--- config.mk ---
export PLATFORM = sky130hd
export DESIGN_NAME = hex_display_ctrl
export DESIGN_NICKNAME = d
export VERILOG_FILES = /design/src/rtl/hex_display_ctrl.sv
export SDC_FILE = /design/constraint.sdc
export NUM_CORES = 1
export LEC_CHECK = 0
export CORE_MARGIN = 2
export CORE_UTILIZATION = 50
export DETAILED_ROUTE_END_ITERATION = 16
export PLACE_DENSITY = 0.79
export SYNTH_ARGS = -nofsm -noshare
export SYNTH_HDL_FRONTEND = slang
export SYNTH_SLANG_ARGS = --single-unit
--- constraint.sdc ---
create_clock -name CLK -period 2.5 [get_ports CLK]
set_input_delay 0.25 -clock CLK [delete_from_list [all_inputs] [get_ports CLK]]
set_output_delay 0.25 -clock CLK [all_outputs]
set_load 0.01 [all_outputs]
--- src/rtl/hex_display_ctrl.sv ---
// Registered front-panel output stage: bus LEDs, hex data digits (bus or register),
// timestep digit, blinking DONE LED, display freeze and optional leading-zero blanking.
//
// blink state | meaning
// BLK_IDLE    | DONE low (or just raised); LED_D off, counter cleared
// BLK_RUN     | DONE high; counter counts down, LED_D inverts at terminal count
module hex_display_ctrl #(
  parameter int DATA_W    = 10,
  parameter int NDIG      = 3,
  parameter int TIME_W    = 2,
  parameter int BLINK_DIV = 25000000,
  parameter int BLANK_LZ  = 0
) (
  input  logic                CLK,
  input  logic                RST,
  input  logic [DATA_W-1:0]   BUS,
  input  logic [DATA_W-1:0]   REG,
  input  logic [TIME_W-1:0]   TIME,
  input  logic                PEEKb,
  input  logic                DONE,
  input  logic                FREEZE,
  output logic [DATA_W-1:0]   LED_B,
  output logic [NDIG*7-1:0]   DHEX,
  output logic [6:0]          THEX,
  output logic                LED_D,
  output logic                FROZEN
);

  localparam int CNT_W = (BLINK_DIV > 1) ? $clog2(BLINK_DIV) : 1;
  localparam logic [CNT_W-1:0] CNT_TOP = CNT_W'(BLINK_DIV - 1);

  typedef enum logic {BLK_IDLE, BLK_RUN} blink_state_t;

  blink_state_t       blink_state;
  logic [CNT_W-1:0]   blink_cnt;
  logic [DATA_W-1:0]  dv;
  logic [DATA_W-1:0]  dv_nxt;
  logic [NDIG*4-1:0]  dv_ext;
  logic [NDIG*7-1:0]  dhex_nxt;
  logic [6:0]         thex_nxt;
  logic               freeze_q;
  logic               freeze_rise;
  logic               seen_nz;

  function automatic logic [6:0] seg7(input logic [3:0] nib);
    logic [6:0] s;
    case (nib)
      4'h0: s = 7'h40;
      4'h1: s = 7'h79;
      4'h2: s = 7'h24;
      4'h3: s = 7'h30;
      4'h4: s = 7'h19;
      4'h5: s = 7'h12;
      4'h6: s = 7'h02;
      4'h7: s = 7'h78;
      4'h8: s = 7'h00;
      4'h9: s = 7'h10;
      4'hA: s = 7'h08;
      4'hB: s = 7'h03;
      4'hC: s = 7'h46;
      4'hD: s = 7'h21;
      4'hE: s = 7'h06;
      default: s = 7'h0E;
    endcase
    return s;
  endfunction

  assign freeze_rise = FREEZE & ~freeze_q;

  // Digits are decoded from the next display value so DHEX lands on the same edge as DV.
  always_comb begin
    dv_nxt   = RST ? '0 : (FROZEN ? dv : (PEEKb ? BUS : REG));
    dv_ext   = '0;
    dv_ext[DATA_W-1:0] = dv_nxt;
    dhex_nxt = '0;
    seen_nz  = 1'b0;
    for (int i = NDIG - 1; i >= 0; i--) begin
      seen_nz = seen_nz | (dv_ext[4*i +: 4] != 4'h0);
      if ((BLANK_LZ != 0) && (i > 0) && !seen_nz)
        dhex_nxt[7*i +: 7] = 7'h7F;
      else
        dhex_nxt[7*i +: 7] = seg7(dv_ext[4*i +: 4]);
    end
    thex_nxt = RST ? 7'h40 : seg7(4'(TIME));
  end

  always_ff @(posedge CLK) begin
    freeze_q <= FREEZE;
    dv       <= dv_nxt;
    DHEX     <= dhex_nxt;
    THEX     <= thex_nxt;
    if (RST) begin
      LED_B       <= '0;
      FROZEN      <= 1'b0;
      LED_D       <= 1'b0;
      blink_cnt   <= '0;
      blink_state <= BLK_IDLE;
    end else begin
      LED_B  <= BUS;
      FROZEN <= FROZEN ^ freeze_rise;
      if (!DONE) begin
        LED_D       <= 1'b0;
        blink_cnt   <= '0;
        blink_state <= BLK_IDLE;
      end else begin
        case (blink_state)
          BLK_IDLE: begin
            LED_D       <= 1'b1;
            blink_cnt   <= CNT_TOP;
            blink_state <= BLK_RUN;
          end
          default: begin
            if (blink_cnt == '0) begin
              blink_cnt <= CNT_TOP;
              LED_D     <= ~LED_D;
            end else begin
              blink_cnt <= blink_cnt - 1'b1;
            end
          end
        endcase
      end
    end
  end

endmodule

==> impl_metrics.csv, run 1 <==
group,metric,value,unit
status,outcome,"finished, final reports clean",
routing,finalWirelength,6760,µm
clock_network,clk_pin_slew_worst_paths,70,ps
hold_path,hold_path_end,"freeze_q",
critical_path,timing_worst_setup_path_type,"reg2reg",
sta,min_period_over_period,87.3,%
clock_network,max-clock-path-buffers,2,
place,numPortBuffers,64,
flow_run,max_cap_violations,0,
hold_path,hp-class,"in2reg",
critical_path,worstPathCellList,"inv_1 -> ha_1 -> nor4b_2 -> nand4_1 -> or4_1 -> a31oi_1",
routing,drt.antenna.violating_nets,0,
synth,yosysMostFrequentCell,"dfxtp_1",
hold_path,hp-start,"FREEZE",
sta,finClkSkew,7.28,ps
cells_and_area,drive_above_1_share,13.0,%
global_route,grt_max_degree,19,
routing,post-route-drc-count,0,
global_route,final_global_route_overflow_total,0,
critical_path,cp_data_arrival_time,2450,ps
critical_path,ff2ff_path_depth,6,
critical_path,r2r_setup_slack,320,ps
sta,timing.final.setup_violations,0,
clock_network,cts_buffers,9,
sta,postLayoutSetupSlackWorst,317,ps
cells_and_area,layout-area-overhead-vs-synth,31.5,%
routing,post_drt_via_cell_ratio,5.29,
synth,yosys_most_used_dff,"dfxtp_1",
die,core,0.00599,mm²
die,ioPinCount,67,
pwr,power_density,691,mW/mm²
synth,netlist_area,0.00312,mm²
synth,synth_top_cell_by_area,"dfxtp_1",
sta,max_freq,458,MHz
die,dieWidth,83.0,µm
sta,slew-limit-headroom,55.5,%
clock_network,worstSkewPairLatency,340,ps
clock_network,cts_resized,0,
clock_network,cts_max_level,3,
place,gpl.final_weighted_congestion,0.830,
routing,drt-initial-drc-count,78,
synth,synth_async_sr_flop_share,0,%
critical_path,worst_r2r_endpoint,"blink_cnt[20]",
synth,postSynthAreaPerCell,9.79,µm²
clock_network,cts_root_buffer,"clkbuf_8",
synth,synth_cell_types,44,
cells_and_area,antenna_cells,0,
die,num_rows,28,
critical_path,endpoint_kind,"flip-flop",
synth,yosysTopAreaCellShare,46.1,%
clock_network,cts_post_setup_buffers_inserted,0,
sta,finalHoldViolations,0,
critical_path,top_fanout_value_on_the_critical_path,8,
cells_and_area,final_cells,474,
die,dieArea,0.00690,mm²
sta,worstMarginPinSlew,661,ps
global_route,grt_use_total,20.5,%
pwr,power.leakage,1.67,nW
place,place.detailed.hpwl,4980,µm
sta,totalNegativeSetupSlack,0,ps
routing,wl_per_cell,14.3,µm
place,pre_cts_ws,200,ps
global_route,number_of_antenna_violations_at_the_first_check_in_global_routing,0,
hold_path,whs_path_depth,1,
clock_network,cts_tree,"built",
synth,yosys_register_bits,72,
sta,final_period_minus_worst_setup_slack,2180,ps
critical_path,delay_contributed_by_the_slowest_stage_of_the_critical_path,490,ps
sta,slew_violations,0,
routing,first_pass_iteration_count_of_the_detailed_router,4,
die,die_h,83.0,µm
synth,synth_area_leaders,"dfxtp_1, ha_1, mux2i_1",
critical_path,reg2reg_from,"blink_cnt[0]",
synth,yosysSeqAreaShare,46.1,%
routing,num_vias,2507,
sta,whs,377,ps
cells_and_area,total_nets_final,435,
critical_path,timing.critical_path.slowest_stage_cell,"or4_1",
critical_path,cp-start-kind,"flip-flop",
clock_network,post_cts_hold_buffer_count,0,
global_route,number_of_global_route_vias_before_repair,2455,
synth,synth_top_cells_by_count,"dfxtp_1, inv_1, nor2b_1, mux2i_1, nor2_1",
pwr,ir_worst_vdd,0.000495,V
synth,synth_edf_count,0,
die,initial_core_util,52.2,%
clock_network,clock_sink_count,72,
sta,grt_setup_unrepaired,"no",
critical_path,timing.critical_path.required,2770,ps
synth,yosys_warnings,0,
global_route,grt_first_pass_wirelength,11600,µm
place,numPlacedInstances,458,
synth,synthCells,319,
## power by group
part / total (mW) / internal (mW) / switching, mW
registers: 1.29 / 1.24 / 0.0493
logic: 0.569 / 0.304 / 0.265
clock network: 0.976 / 0.569 / 0.407
## state kept, by name, summed over array words and instances, names as in the netlist
| register | flops |
|---|---|
| THEX | 5 |
| blink_state | 1 |
| LED_B | 10 |
| FROZEN | 1 |
| freeze_q | 1 |
| LED_D | 1 |
| DHEX | 19 |
| dv | 9 |
| blink_cnt | 25 |
## worst max-delay path by stage
stage,startpoint,end,cells past startpoint
after global placement,PEEKb,DHEX[11],8
after floorplan,PEEKb,DHEX[12],8
final,blink_cnt[0],blink_cnt[20],6
after CTS,blink_cnt[0],blink_cnt[20],6
after global routing,blink_cnt[0],blink_cnt[20],6
after detailed placement,PEEKb,DHEX[9],7
## worst max-delay path, delay by kind of cell, from the launching register on
kind / cells / cell delay, ps
flops: 1 / 350
fa+ha+maj: 1 / 210
buf+inv: 1 / 90
simple gates: 3 / 1300
compound gates: 1 / 160
## logic make-up (layout without fill, tap and decap cells)
| logic type | Yosys count | in the layout | share of synthesized area (%) |
|---|---|---|---|
| flip-flops | 72 | 72 | 46.1 |
| multiplexers | 20 | 20 | 6.57 |
| adder cells (fa/ha/maj) | 14 | 14 | 5.61 |
| other | 1 | 2 | 0.120 |
| AO/OA/AOI/OAI | 58 | 58 | 12.2 |
| XOR/XNOR | 16 | 16 | 4.49 |
| AND/OR/NAND/NOR | 97 | 97 | 18.7 |
| buffers and inverters | 41 | 120 | 6.17 |
## cell type report
| class | instances | area [µm²] |
|---|---|---|
| Fill cell | 459 | 1880 |
| Multi-Input combinational cell | 207 | 1500 |
| Sequential cell | 72 | 1440 |
| Timing Repair Buffer | 80 | 761 |
| Clock buffer | 14 | 183 |
| Tap cell | 75 | 93.8 |
| Inverter | 24 | 90.1 |
| Clock inverter | 2 | 35.0 |
## per-layer routing
layer  GRT usage [%]  vias up  wire, µm
met5               0        -         0
met1            24.2     1183      2960
met3            6.96        6       340
li1                -     1259         -
met4            5.66        0        41
met2            35.3       59      3420
## placed cells by master, fill, tap and decap left out, drive strengths merged, types with 10 or more instances in the layout
cell type and count:
buf 16, o21ai 11, inv 24, nor2 16, dfxtp 72, xor2 10, a21oi 11, or3 11
clkdlybuf4s50 64, ha 14, mux2i 16, nor2b 17, clkbuf 14
## through the flow
stage / area (µm²) / power (mW) / utilization [%]
2_1_floorplan: 3130 / 1.64 / -
3_3_place_gp: 3890 / 1.87 / 64.9
3_5_place_dp: 3890 / 1.89 / 64.9
4_1_cts: 4110 / 2.85 / 68.6
5_1_grt: 4110 / 2.97 / 68.6
6_report: 4110 / 2.84 / 68.6
(Power assumes the default switching activity.)
==> inputs of run 2 (changes only) <==
--- a/config.mk
+++ b/config.mk
@@ -9,6 +9,7 @@
 export CORE_UTILIZATION = 50
 export DETAILED_ROUTE_END_ITERATION = 16
 export PLACE_DENSITY = 0.79
+export REMOVE_ABC_BUFFERS = 1
 export SYNTH_ARGS = -nofsm -noshare
 export SYNTH_HDL_FRONTEND = slang
 export SYNTH_SLANG_ARGS = --single-unit
==> run 2 against run 1 <==
Effect of this change:
- die area unchanged
- cell area decreased by 0.12%
- setup slack worse by 57 ps
- largest cell class unchanged
- highest routed layer unchanged
==> impl_metrics.csv, run 2 (synthesized netlist as in run 1, its figures left out) <==
group,metric,value,unit
die,initial_core_util,52.2,%
cells_and_area,largest_register_ffs,25,
sta,whs,393,ps
die,dieWidth,83.0,µm
routing,drt.antenna.violating_nets,0,
die,ioPinCount,67,
clock_network,cts_post_setup_buffers_inserted,0,
sta,finClkSkew,6.27,ps
cells_and_area,total_nets_final,435,
critical_path,worstPathCellList,"inv_1 -> ha_1 -> nor4b_2 -> nand4_1 -> or4_1 -> a31oi_1",
global_route,number_of_antenna_violations_at_the_first_check_in_global_routing,0,
critical_path,delay_contributed_by_the_slowest_stage_of_the_critical_path,510,ps
hold_path,hp-class,"in2reg",
cells_and_area,final_common_cell,"dfxtp_1",
routing,post_drt_via_cell_ratio,5.28,
global_route,grt_first_pass_wirelength,11400,µm
cells_and_area,layout_top_registers,"blink_cnt (25), DHEX (19), LED_B (10)",
clock_network,cts_tree,"built",
sta,totalNegativeSetupSlack,0,ps
sta,max_freq,446,MHz
critical_path,cp_data_arrival_time,2520,ps
clock_network,worstSkewPairLatency,340,ps
pwr,seqPwrFrac,45.1,%
global_route,grt_max_degree,19,
clock_network,cts_resized,0,
clock_network,cts_max_level,3,
routing,num_vias,2505,
sta,slew-limit-headroom,51.5,%
pwr,ir_worst_vdd,0.000470,V
clock_network,clk_pin_slew_worst_paths,80,ps
sta,slew_violations,0,
sta,grt_setup_unrepaired,"no",
clock_network,clock_sink_count,72,
die,die_h,83.0,µm
clock_network,cts_buffers,9,
pwr,pwr-share-comb,19.8,%
flow_run,max_cap_violations,0,
clock_network,cts_root_buffer,"clkbuf_8",
cells_and_area,drive_above_1_share,12.8,%
die,dieArea,0.00690,mm²
critical_path,timing_worst_setup_path_type,"reg2reg",
global_route,final_global_route_overflow_total,0,
clock_network,max-clock-path-buffers,2,
pwr,power_density,699,mW/mm²
global_route,number_of_global_route_vias_before_repair,2399,
routing,post-route-drc-count,0,
routing,first_pass_iteration_count_of_the_detailed_router,4,
pwr,power.leakage,1.66,nW
place,place.detailed.hpwl,4700,µm
pwr,share_clk_of_total_power,35.1,%
place,numPortBuffers,64,
sta,final_period_minus_worst_setup_slack,2240,ps
pwr,power.share.switching,26.4,%
status,outcome,"finished, final reports clean",
die,num_rows,28,
place,gpl.final_weighted_congestion,0.856,
cells_and_area,layout-area-overhead-vs-synth,31.3,%
clock_network,post_cts_hold_buffer_count,0,
sta,timing.final.setup_violations,0,
pwr,p_int,2.11,mW
cells_and_area,most_frequent_cells_in_the_layout,"dfxtp_1, clkdlybuf4s50_1, inv_1, nor2b_1",
global_route,grt_use_total,19.9,%
sta,finalHoldViolations,0,
cells_and_area,largest-register,"blink_cnt",
critical_path,endpoint_kind,"flip-flop",
routing,finalWirelength,6690,µm
critical_path,top_fanout_value_on_the_critical_path,8,
routing,drt-initial-drc-count,94,
cells_and_area,antenna_cells,0,
pwr,switching_pwr,757,µW
die,core,0.00599,mm²
critical_path,timing.critical_path.required,2780,ps
sta,worstMarginPinSlew,721,ps
critical_path,cp-start-kind,"flip-flop",
routing,wl_per_cell,14.1,µm
sta,min_period_over_period,89.6,%
critical_path,timing.critical_path.slowest_stage_cell,"or4_1",
==> run 2: changes by cell type in the layout (fill, tap and decap cells not counted), sizes merged <==
cell / previous run / this run
clkinvlp: 0 / 1
bufinv: 1 / 2
clkbuf: 14 / 11
clkinv: 1 / 2
==> run 2: metal layers <==
layer  wire length [µm]  up-vias  GRT usage (%)
li1                   -     1261              -
met1               3120     1182           25.5
met2               3120       54           31.7
met3                373        8           6.56
met4                 82        0           6.26
met5                  0        -              0
==> run 2: power groups by stage <==
| stage | Clock (mW) | Combinational [mW] | Sequential (mW) |
|---|---|---|---|
| after floorplan | 0 | 0.271 | 1.34 |
| after global placement | 0 | 0.554 | 1.32 |
| after detailed placement | 0 | 0.564 | 1.32 |
| after CTS | 1.02 | 0.571 | 1.29 |
| after global routing | 1.07 | 0.622 | 1.30 |
| final | 1.01 | 0.568 | 1.29 |
==> run 2: cell type report <==
type | instances | area (µm²)
clock inverters | 5 | 81.3
inverters | 24 | 90.1
clock buffers | 11 | 131
well taps | 75 | 93.8
flip-flops and latches | 72 | 1440
multi-input cells | 207 | 1500
fillers | 460 | 1890
repair buffers | 80 | 761
==> run 2: stage by stage <==
step | area [µm²] | setup WS, ps | total power, mW | std cells | util (%)
CTS | 4100 | 281 | 2.88 | 474 | 68.5
floorplan | 3030 | 68.1 | 1.61 | 303 | -
finish | 4100 | 260 | 2.87 | 474 | 68.5
global placement | 3890 | 175 | 1.87 | 458 | 64.9
detailed placement | 3890 | 94.6 | 1.88 | 458 | 64.9
global route | 4100 | 117 | 3.00 | 474 | 68.5
==> run 2: worst max-delay path: cells and delay by family, from the launching register on <==
family	cells	cell delay (ps)
fa+ha+maj	1	220
compound gates	1	160
flops	1	360
simple gates	3	1350
buf+inv	1	90
==> run 2: final timing paths <==
| check | endpoint | from | cells past startpoint | slack, ps |
|---|---|---|---|---|
| hold reg to reg | LED_D | blink_state | 1 | 490 |
| hold / removal | freeze_q | FREEZE | 1 | 390 |
| setup reg to reg | blink_cnt[20] | blink_cnt[0] | 6 | 260 |
| setup / recovery | blink_cnt[20] | blink_cnt[0] | 6 | 260 |
